<file path="src/rtl/spi_slave_param.sv">
// Parametrised SPI slave: synchronised pins, one-word transmit buffer,
// word-strobed receive path and sticky underrun/abort flags.
`timescale 1ns/1ps
module spi_slave_param #(
    parameter int DATA_W      = 12,
    parameter int CPOL        = 0,
    parameter int CPHA        = 0,
    parameter int MSB_FIRST   = 1,
    parameter int SYNC_STAGES = 2
) (
    input  logic              clk,
    input  logic              rst_n,
    input  logic              sclk,
    input  logic              cs_n,
    input  logic              mosi,
    output logic              miso,
    input  logic [DATA_W-1:0] tx_data,
    input  logic              tx_valid,
    output logic              tx_ready,
    output logic [DATA_W-1:0] rx_data,
    output logic              rx_valid,
    output logic              busy,
    output logic              underrun,
    output logic              abort,
    input  logic              err_clr
);
    // state  | meaning
    // IDLE   | deselected; sclk edges ignored, miso driven low
    // ACTIVE | cs_n low; sampling, shifting and word loads enabled

    localparam int   CNT_W    = $clog2(DATA_W);
    localparam logic CPOL_LVL = (CPOL != 0);

    typedef enum logic {IDLE, ACTIVE} state_t;

    state_t state_q, state_d;

    logic [SYNC_STAGES-1:0] sclk_sync, cs_sync, mosi_sync;
    logic sclk_s, cs_s, mosi_s, sclk_d, cs_d;
    logic lead_edge, trail_edge, sample_edge, shift_edge, cs_fall, cs_rise;
    logic load, do_sample, do_shift, end_frame, hs, out_bit;

    logic [CNT_W-1:0]  bit_cnt;
    logic [DATA_W-1:0] tx_sh, tx_shifted, buf_data, rx_next;
    logic [DATA_W-2:0] rx_sh, rx_keep;
    logic              buf_full;

    always_ff @(posedge clk or negedge rst_n) begin
        if (!rst_n) begin
            sclk_sync <= {SYNC_STAGES{CPOL_LVL}};
            cs_sync   <= '1;
            mosi_sync <= '0;
            sclk_d    <= CPOL_LVL;
            cs_d      <= 1'b1;
        end else begin
            sclk_sync <= {sclk_sync[SYNC_STAGES-2:0], sclk};
            cs_sync   <= {cs_sync[SYNC_STAGES-2:0], cs_n};
            mosi_sync <= {mosi_sync[SYNC_STAGES-2:0], mosi};
            sclk_d    <= sclk_s;
            cs_d      <= cs_s;
        end
    end

    assign sclk_s = sclk_sync[SYNC_STAGES-1];
    assign cs_s   = cs_sync[SYNC_STAGES-1];
    assign mosi_s = mosi_sync[SYNC_STAGES-1];

    assign lead_edge   = (sclk_s != sclk_d) && (sclk_d == CPOL_LVL);
    assign trail_edge  = (sclk_s != sclk_d) && (sclk_s == CPOL_LVL);
    assign sample_edge = (CPHA == 0) ? lead_edge : trail_edge;
    assign shift_edge  = (CPHA == 0) ? trail_edge : lead_edge;
    assign cs_fall     = cs_d && !cs_s;
    assign cs_rise     = !cs_d && cs_s;

    assign busy     = !cs_s;
    assign tx_ready = !buf_full;
    assign hs       = tx_valid && !buf_full;

    if (MSB_FIRST != 0) begin : g_msb
        assign out_bit    = tx_sh[DATA_W-1];
        assign tx_shifted = tx_sh << 1;
        assign rx_next    = {rx_sh, mosi_s};
        assign rx_keep    = rx_next[DATA_W-2:0];
    end else begin : g_lsb
        assign out_bit    = tx_sh[0];
        assign tx_shifted = tx_sh >> 1;
        assign rx_next    = {mosi_s, rx_sh};
        assign rx_keep    = rx_next[DATA_W-1:1];
    end

    // A shift edge at bit count 0 is the first shift of a word (CPHA=1) or the
    // one following a word's final sample (CPHA=0): both reload the register.
    always_comb begin
        state_d   = state_q;
        load      = 1'b0;
        do_sample = 1'b0;
        do_shift  = 1'b0;
        end_frame = 1'b0;
        unique case (state_q)
            IDLE: begin
                if (cs_fall) begin
                    state_d = ACTIVE;
                    load    = (CPHA == 0);
                end
            end
            ACTIVE: begin
                if (cs_rise) begin
                    state_d   = IDLE;
                    end_frame = 1'b1;
                end else begin
                    do_sample = sample_edge;
                    if (shift_edge) begin
                        if (bit_cnt == '0) load = 1'b1;
                        else               do_shift = 1'b1;
                    end
                end
            end
            default: state_d = IDLE;
        endcase
    end

    always_ff @(posedge clk or negedge rst_n) begin
        if (!rst_n) begin
            state_q  <= IDLE;
            bit_cnt  <= '0;
            tx_sh    <= '0;
            buf_data <= '0;
            buf_full <= 1'b0;
            rx_sh    <= '0;
            rx_data  <= '0;
            rx_valid <= 1'b0;
            miso     <= 1'b0;
            underrun <= 1'b0;
            abort    <= 1'b0;
        end else begin
            state_q  <= state_d;
            rx_valid <= 1'b0;
            miso     <= (state_q == ACTIVE) && out_bit;

            if (load) begin
                tx_sh    <= buf_full ? buf_data : '0;
                buf_full <= hs;
            end else if (hs) begin
                buf_full <= 1'b1;
            end
            if (hs) buf_data <= tx_data;
            if (do_shift) tx_sh <= tx_shifted;

            if (end_frame) begin
                tx_sh   <= '0;
                bit_cnt <= '0;
            end
            if (do_sample) begin
                rx_sh <= rx_keep;
                if (bit_cnt == CNT_W'(DATA_W - 1)) begin
                    rx_data  <= rx_next;
                    rx_valid <= 1'b1;
                    bit_cnt  <= '0;
                end else begin
                    bit_cnt <= bit_cnt + 1'b1;
                end
            end

            if (err_clr)                    underrun <= 1'b0;
            else if (load && !buf_full)     underrun <= 1'b1;
            if (err_clr)                    abort <= 1'b0;
            else if (end_frame && bit_cnt != '0) abort <= 1'b1;
        end
    end
endmodule

</file>
<file path="config.mk">
export PLATFORM = sky130hd
export DESIGN_NAME = spi_slave_param
export DESIGN_NICKNAME = d
export VERILOG_FILES = /design/src/rtl/spi_slave_param.sv
export SDC_FILE = /design/constraint.sdc
export NUM_CORES = 1
export LEC_CHECK = 0
export BUFFER_PORTS_ARGS = -buffer_cell sky130_fd_sc_hd__buf_2
export CORE_MARGIN = 8
export CORE_UTILIZATION = 45
export CTS_CLUSTER_DIAMETER = 60
export CTS_CLUSTER_SIZE = 14
export DETAILED_ROUTE_END_ITERATION = 10
export PLACE_DENSITY = 0.65
export SLEW_MARGIN = 20
export SYNTH_ARGS = -nofsm -noshare
export SYNTH_HDL_FRONTEND = slang
export SYNTH_SLANG_ARGS = --single-unit
</file>
<file path="constraint.sdc">
create_clock -name clk -period 3.9 [get_ports clk]
set_input_delay 0.585 -clock clk [delete_from_list [all_inputs] [get_ports clk]]
set_output_delay 0.585 -clock clk [all_outputs]
set_load 0.01 [all_outputs]
</file>
Word level (Yosys, flattened, before mapping)
Cells that the tools add are included.
{"block": "op_classes", "addsub": 1, "eq_ne": 2, "mux": 30, "n_bitwise": 3, "n_reduce_logical": 19}
{"operator": "12-bit two-way mux", "n": 4}
{"operator": "1-bit two-way mux", "n": 21}
{"operator": "4-bit two-way mux", "n": 3}
{"operator": "1-bit logical AND", "n": 8}
{"operator": "2-bit nonzero test", "n": 4}
{"operator": "4-bit by 1-bit adder with 4-bit output, second input constant", "n": 1}
{"operator": "4-bit equality test, second input constant", "n": 1}
{"operator": "4-bit logical NOT", "n": 1}
{"operator": "1-bit one-hot mux with 2 select lines", "n": 2}
{"operator": "4-bit nonzero test", "n": 1}
{"operator": "1-bit logical NOT", "n": 3}
{"operator": "1-bit inverter", "n": 3}
{"operator": "3-bit nonzero test", "n": 1}
{"operator": "2-bit AND reduction", "n": 1}
{"operator": "1-bit != test", "n": 1}
{"block": "word_totals", "regBits": 65, "inputBits": 19, "output_inout_bits": 18, "word_cells": 71}

Depth between registers and ports, before layout
{"block": "depth", "word_depth": 8, "depth_mapped": 7}

Least setup slack after synthesis
No wires, ideal clock.
{"block": "synth_timing", "kind": "reg2reg", "start": "reg bit_cnt[0]", "end": "reg tx_sh[10]", "arrival_time_ps": 1578, "t_required_ps": 3774, "slack_ps": 2196, "stages_incl_launch_ff": 8, "period_less_slack_ps": 1704, "cell_sequence": "dfrtp_1 -> inv_1 -> ha_1 -> nor3b_2 -> and4_4 -> o21a_4 -> buf_6 -> a221o_1"}
{"block": "synth_via", "elab_chain_len": 7}
{"item": "start, declared", "line_no": "43", "rtl": "logic [CNT_W-1:0] bit_cnt;"}
{"item": "start signal, assigned", "line_no": "160", "rtl": "bit_cnt <= bit_cnt + 1'b1;"}
{"item": "4-bit logical NOT (*)", "line_no": "113", "rtl": "if (bit_cnt == '0) load = 1'b1;"}
{"item": "1-bit two-way mux", "line_no": "113"}
{"item": "1-bit two-way mux", "line_no": "112", "rtl": "if (shift_edge) begin"}
{"item": "1-bit two-way mux", "line_no": "107", "rtl": "if (cs_rise) begin"}
{"item": "1-bit two-way mux", "line_no": "99", "rtl": "unique case (state_q)"}
{"item": "12-bit two-way mux", "line_no": "147", "rtl": "if (do_shift) tx_sh <= tx_shifted;"}
{"item": "12-bit two-way mux", "line_no": "149", "rtl": "if (end_frame) begin"}
{"item": "end signal, assigned", "line_no": "141", "rtl": "tx_sh <= buf_full ? buf_data : '0;"}
{"item": "end signal, assigned", "line_no": "147"}
{"item": "end, declared", "line_no": "44", "rtl": "logic [DATA_W-1:0] tx_sh, tx_shifted, buf_data, rx_next;"}
Mark *: on every way between the ends. The rest lies on a longest branch, timed or not.
A chain may end at the register's enable or synchronous reset.

Final worst setup path
{"block": "layout_timing", "start": "reg cs_sync[1]", "end": "reg rx_data[2]"}
{"block": "layout_via", "elab_chain_len": 4}
{"item": "start, declared", "line_no": "38", "rtl": "logic [SYNC_STAGES-1:0] sclk_sync, cs_sync, mosi_sync;"}
{"item": "start signal, assigned", "line_no": "57", "rtl": "cs_sync <= {cs_sync[SYNC_STAGES-2:0], cs_n};"}
{"item": "1-bit logical AND", "line_no": "73", "rtl": "assign cs_rise = !cs_d && cs_s;"}
{"item": "1-bit two-way mux", "line_no": "107"}
{"item": "1-bit two-way mux", "line_no": "99"}
{"item": "2-bit AND reduction (no source line)"}
{"item": "end signal, assigned", "line_no": "156", "rtl": "rx_data <= rx_next;"}
{"item": "end, declared", "line_no": "20", "rtl": "output logic [DATA_W-1:0] rx_data,"}
Every way passes these cells.

==> summary.txt <==
Clock tree
  • Clk slew on worst S/H paths: 70 ps
  • Largest buffer count on any clock path: 2
  • CTS tree: built
  • Post-cts sizing count: 0
  • Clk Latency, worst-skew pair: around 330 ps
  • Root Driver: clkbuf_8
  • CTS buffer count: 9
  • Cts hold-fix bufs: 0
  • H-tree depth: 3
  • Clk sinks: 65
  • Postcts setup bufs: 0

Synthesis
  • Cells after synthesis: ~180
  • Synth cell types: 31
  • Post-synthesis sequential area ratio: 63.2%
  • Seq cells post-synth: 65
  • Synth Area per Inst: 14.5 um^2
  • Synth Cell Area: 2580 um^2
  • YS warnings: 0
  • Syn_nets: 199

Power
  • Switching Fraction: 23.8%
  • Maximum vdd ir drop: 0.298 mV
  • Power share of the clock group: 35.7%
  • Internal cell power: 1.45 mW
  • Combinational power share: 14.8%
  • Leakage power total: 1.52 nW
  • Power share of the sequential group: 49.5%
  • PwrDens: ~620 nW/um^2
  • Net switching power: 455 uW

Global route
  • Vias in the first global route: 1567
  • GRT Util Overall: 11.1%
  • Initial antenna violation count: 0
  • Met2 Usage GRT: between 10% and 20%
  • Grt total ovfl: 0
  • GR Layer Usage met1: 14.2%
  • First-pass GRT wire length: 7440 um
  • Routing usage on met3: 3.91%
  • Most Crowded Layer GR: met2
  • Largest net degree at the start of global routing: 38

Worst hold path
  • Min-Delay Path Class: primary input to async pin

Run
  • # Max-Cap Violations: 0

Floorplan
  • Standard-cell rows: 27
  • Initial Utilization: 46.6%
  • Horiz. Die Dim: 91.7 um
  • Die ar.: ~8400 um^2
  • Die H: 91.7 um
  • IO Pins: 37
  • Core ar.: 5540 um^2

Timing
  • Setup WS post-layout: just over 2000 ps
  • Slew @ Worst Pin: 806 ps
  • Tmin final: 1820 ps
  • Slew Viols, Final: 0
  • Final hold vios: 0
  • Crit share post-route: roughly 47%
  • Max_slew headroom: 46.3%
  • Max Clock Freq: around 0.55 GHz
  • Setup TNS: 0 ps
  • Final Skew: between 5 and 6 ps
  • Setup-failing EPs final: 0
  • RSZ-0062 raised after global routing: no

Worst setup path
  • Terminus of the critical flop-to-flop path: rx_data[2]
  • CP endpoint: rx_data[2]
  • Worst Setup SP: cs_sync[1]
  • RR Startpoint: cs_sync[1]
  • CP Class: flop to flop
  • Startpoint Class: flop
  • R2R cell count: 5
  • Critical Path Fanout Max: 20
  • R2R Setup Slk: 2080 ps
  • Worst Path Arrival: 2030 ps
  • Critical Path RT: 4110 ps
  • CP Capture Type: flop

Route
  • Via/cell ratio: 5.03
  • Vias: 1500
  • Post-Route WL: about 4300 um
  • Routed len/inst: 14.6 um
  • Routed Antenna Nets: 0
  • Detailed-route DRC error count: 0
  • 1st-pass router iterations: 4
  • Initial drt markers: 73

Final layout
  • FILL cells: 470
  • Area of the multi-input gates: 882 um^2
  • Share of layout cells above drive strength 1: 45.6%
  • Final #Nets: 242
  • Diode count: 0
  • Layout area overhead: 19.3%
  • Non-filler cells, final: 298
  • Core Util, Final: 55.6%
  • Reg area: between 1500 and 2000 um^2

Place
  • Port Buf Inserts: 36
  • Hpwl dp: 2950 um
  • Global placer's final weighted congestion: 0.676
  • Inst Count DP: 282
  • Placement Setup Slack: approximately 1900 ps

Status
  • Outcome: completed
## through the flow
| stage | hold slack, ps | area, um^2 | total power, mW |
|---|---|---|---|
| CTS | 340 | 3080 | 1.94 |
| global route | 338 | 3080 | 2.02 |
| finish | 346 | 3080 | 1.91 |
| global placement | 334 | 2830 | 1.23 |
| floorplan | 289 | 2580 | 1.15 |
| detailed placement | 335 | 2830 | 1.25 |
## Yosys cell counts
library cell,instances,share of area [%]
a21oi_1,2,0.39
a221o_1,9,3.5
a221o_2,2,0.87
a31o_2,1,0.34
a32o_1,1,0.39
and2_1,12,2.9
and4_4,1,0.44
buf_2,5,0.97
buf_6,1,0.44
clkbuf_1,1,0.15
dfrtp_1,62,60
dfstp_2,3,3.1
ha_1,2,0.97
inv_1,8,1.2
maj3_1,1,0.39
mux2_2,35,15
nand2_1,3,0.44
nand2b_1,3,0.73
nand2b_4,1,0.53
nand3_1,5,0.97
nand4b_1,1,0.34
nor2_1,4,0.58
nor2b_1,3,0.73
nor3b_2,1,0.48
nor3b_4,1,0.73
nor4bb_1,1,0.39
o21a_1,2,0.58
o21a_4,1,0.58
o21ai_0,3,0.58
o21ba_2,1,0.39
o31ai_1,2,0.58
## metal layers
layer | up-vias | part of all wire, % | routed length (um)
li1 | 720 | - | -
met1 | 741 | 50 | 2150
met2 | 32 | 44 | 1910
met3 | 7 | 4.8 | 209
met4 | 0 | 1.7 | 73
met5 | - | 0 | 0
## kinds of logic (layout without fill, tap and decap cells)
| family | after synthesis | in the layout | share of synthesized area, % |
|---|---|---|---|
| AO/OA/AOI/OAI | 24 | 24 | 8.20 |
| adder cells (fa/ha/maj) | 3 | 3 | 1.36 |
| buffers and inverters | 15 | 63 | 2.72 |
| flip-flops | 65 | 65 | 63.2 |
| multiplexers | 35 | 35 | 15.3 |
| AND/OR/NAND/NOR | 36 | 36 | 9.26 |
## cell usage in the layout (no fill, tap or decap), types with 4 or more instances in the layout
cell type / instances
a221o_1: 9
and2_1: 12
buf_2: 36
clkbuf_8: 10
dfrtp_1: 62
inv_1: 8
mux2_2: 35
nand3_1: 5
nor2_1: 4
## critical path: stages (launching register included)
cell and delay [ps]:
dfstp_2 580, nand2b_1 100, nand4b_1 100, buf_4 260, nand2b_4 290, mux2_2 360
## registers in the layout (all words and copies together) (netlist names)
register	flops
underrun	1
cs_sync	2
rx_valid	1
rx_data	12
mosi_sync	2
miso	1
bit_cnt	4
tx_sh	12
buf_data	12
sclk_d	1
state_q	1
buf_full	1
sclk_sync	2
abort	1
cs_d	1
rx_sh	11
## final cells by class
class                   instances  share of cell area [%]
flip-flops and latches         65                    53.0
multi-input cells              98                    28.7
repair buffers                 39                    6.59
clock buffers                  10                    4.47
clock inverters                 6                    3.41
well taps                      72                    2.93
inverters                       8                   0.976
## worst min path at each step
stage	from	end	cells past startpoint
2_1_floorplan	rst_n	abort	0
3_3_place_gp	mosi_sync[0]	mosi_sync[1]	0
3_5_place_dp	mosi_sync[0]	mosi_sync[1]	0
4_1_cts	cs_n	cs_sync[0]	1
5_1_grt	cs_n	cs_sync[0]	1
6_report	rst_n	buf_data[11]	1
## power groups by stage
stage	Sequential, mW	Combinational [mW]	Clock, mW
3_5_place_dp	0.958	0.288	0
5_1_grt	0.973	0.322	0.728
2_1_floorplan	0.925	0.228	0
3_3_place_gp	0.955	0.279	0
4_1_cts	0.947	0.291	0.703
6_report	0.945	0.283	0.681
No activity file was read; power rests on OpenSTA's default activity.
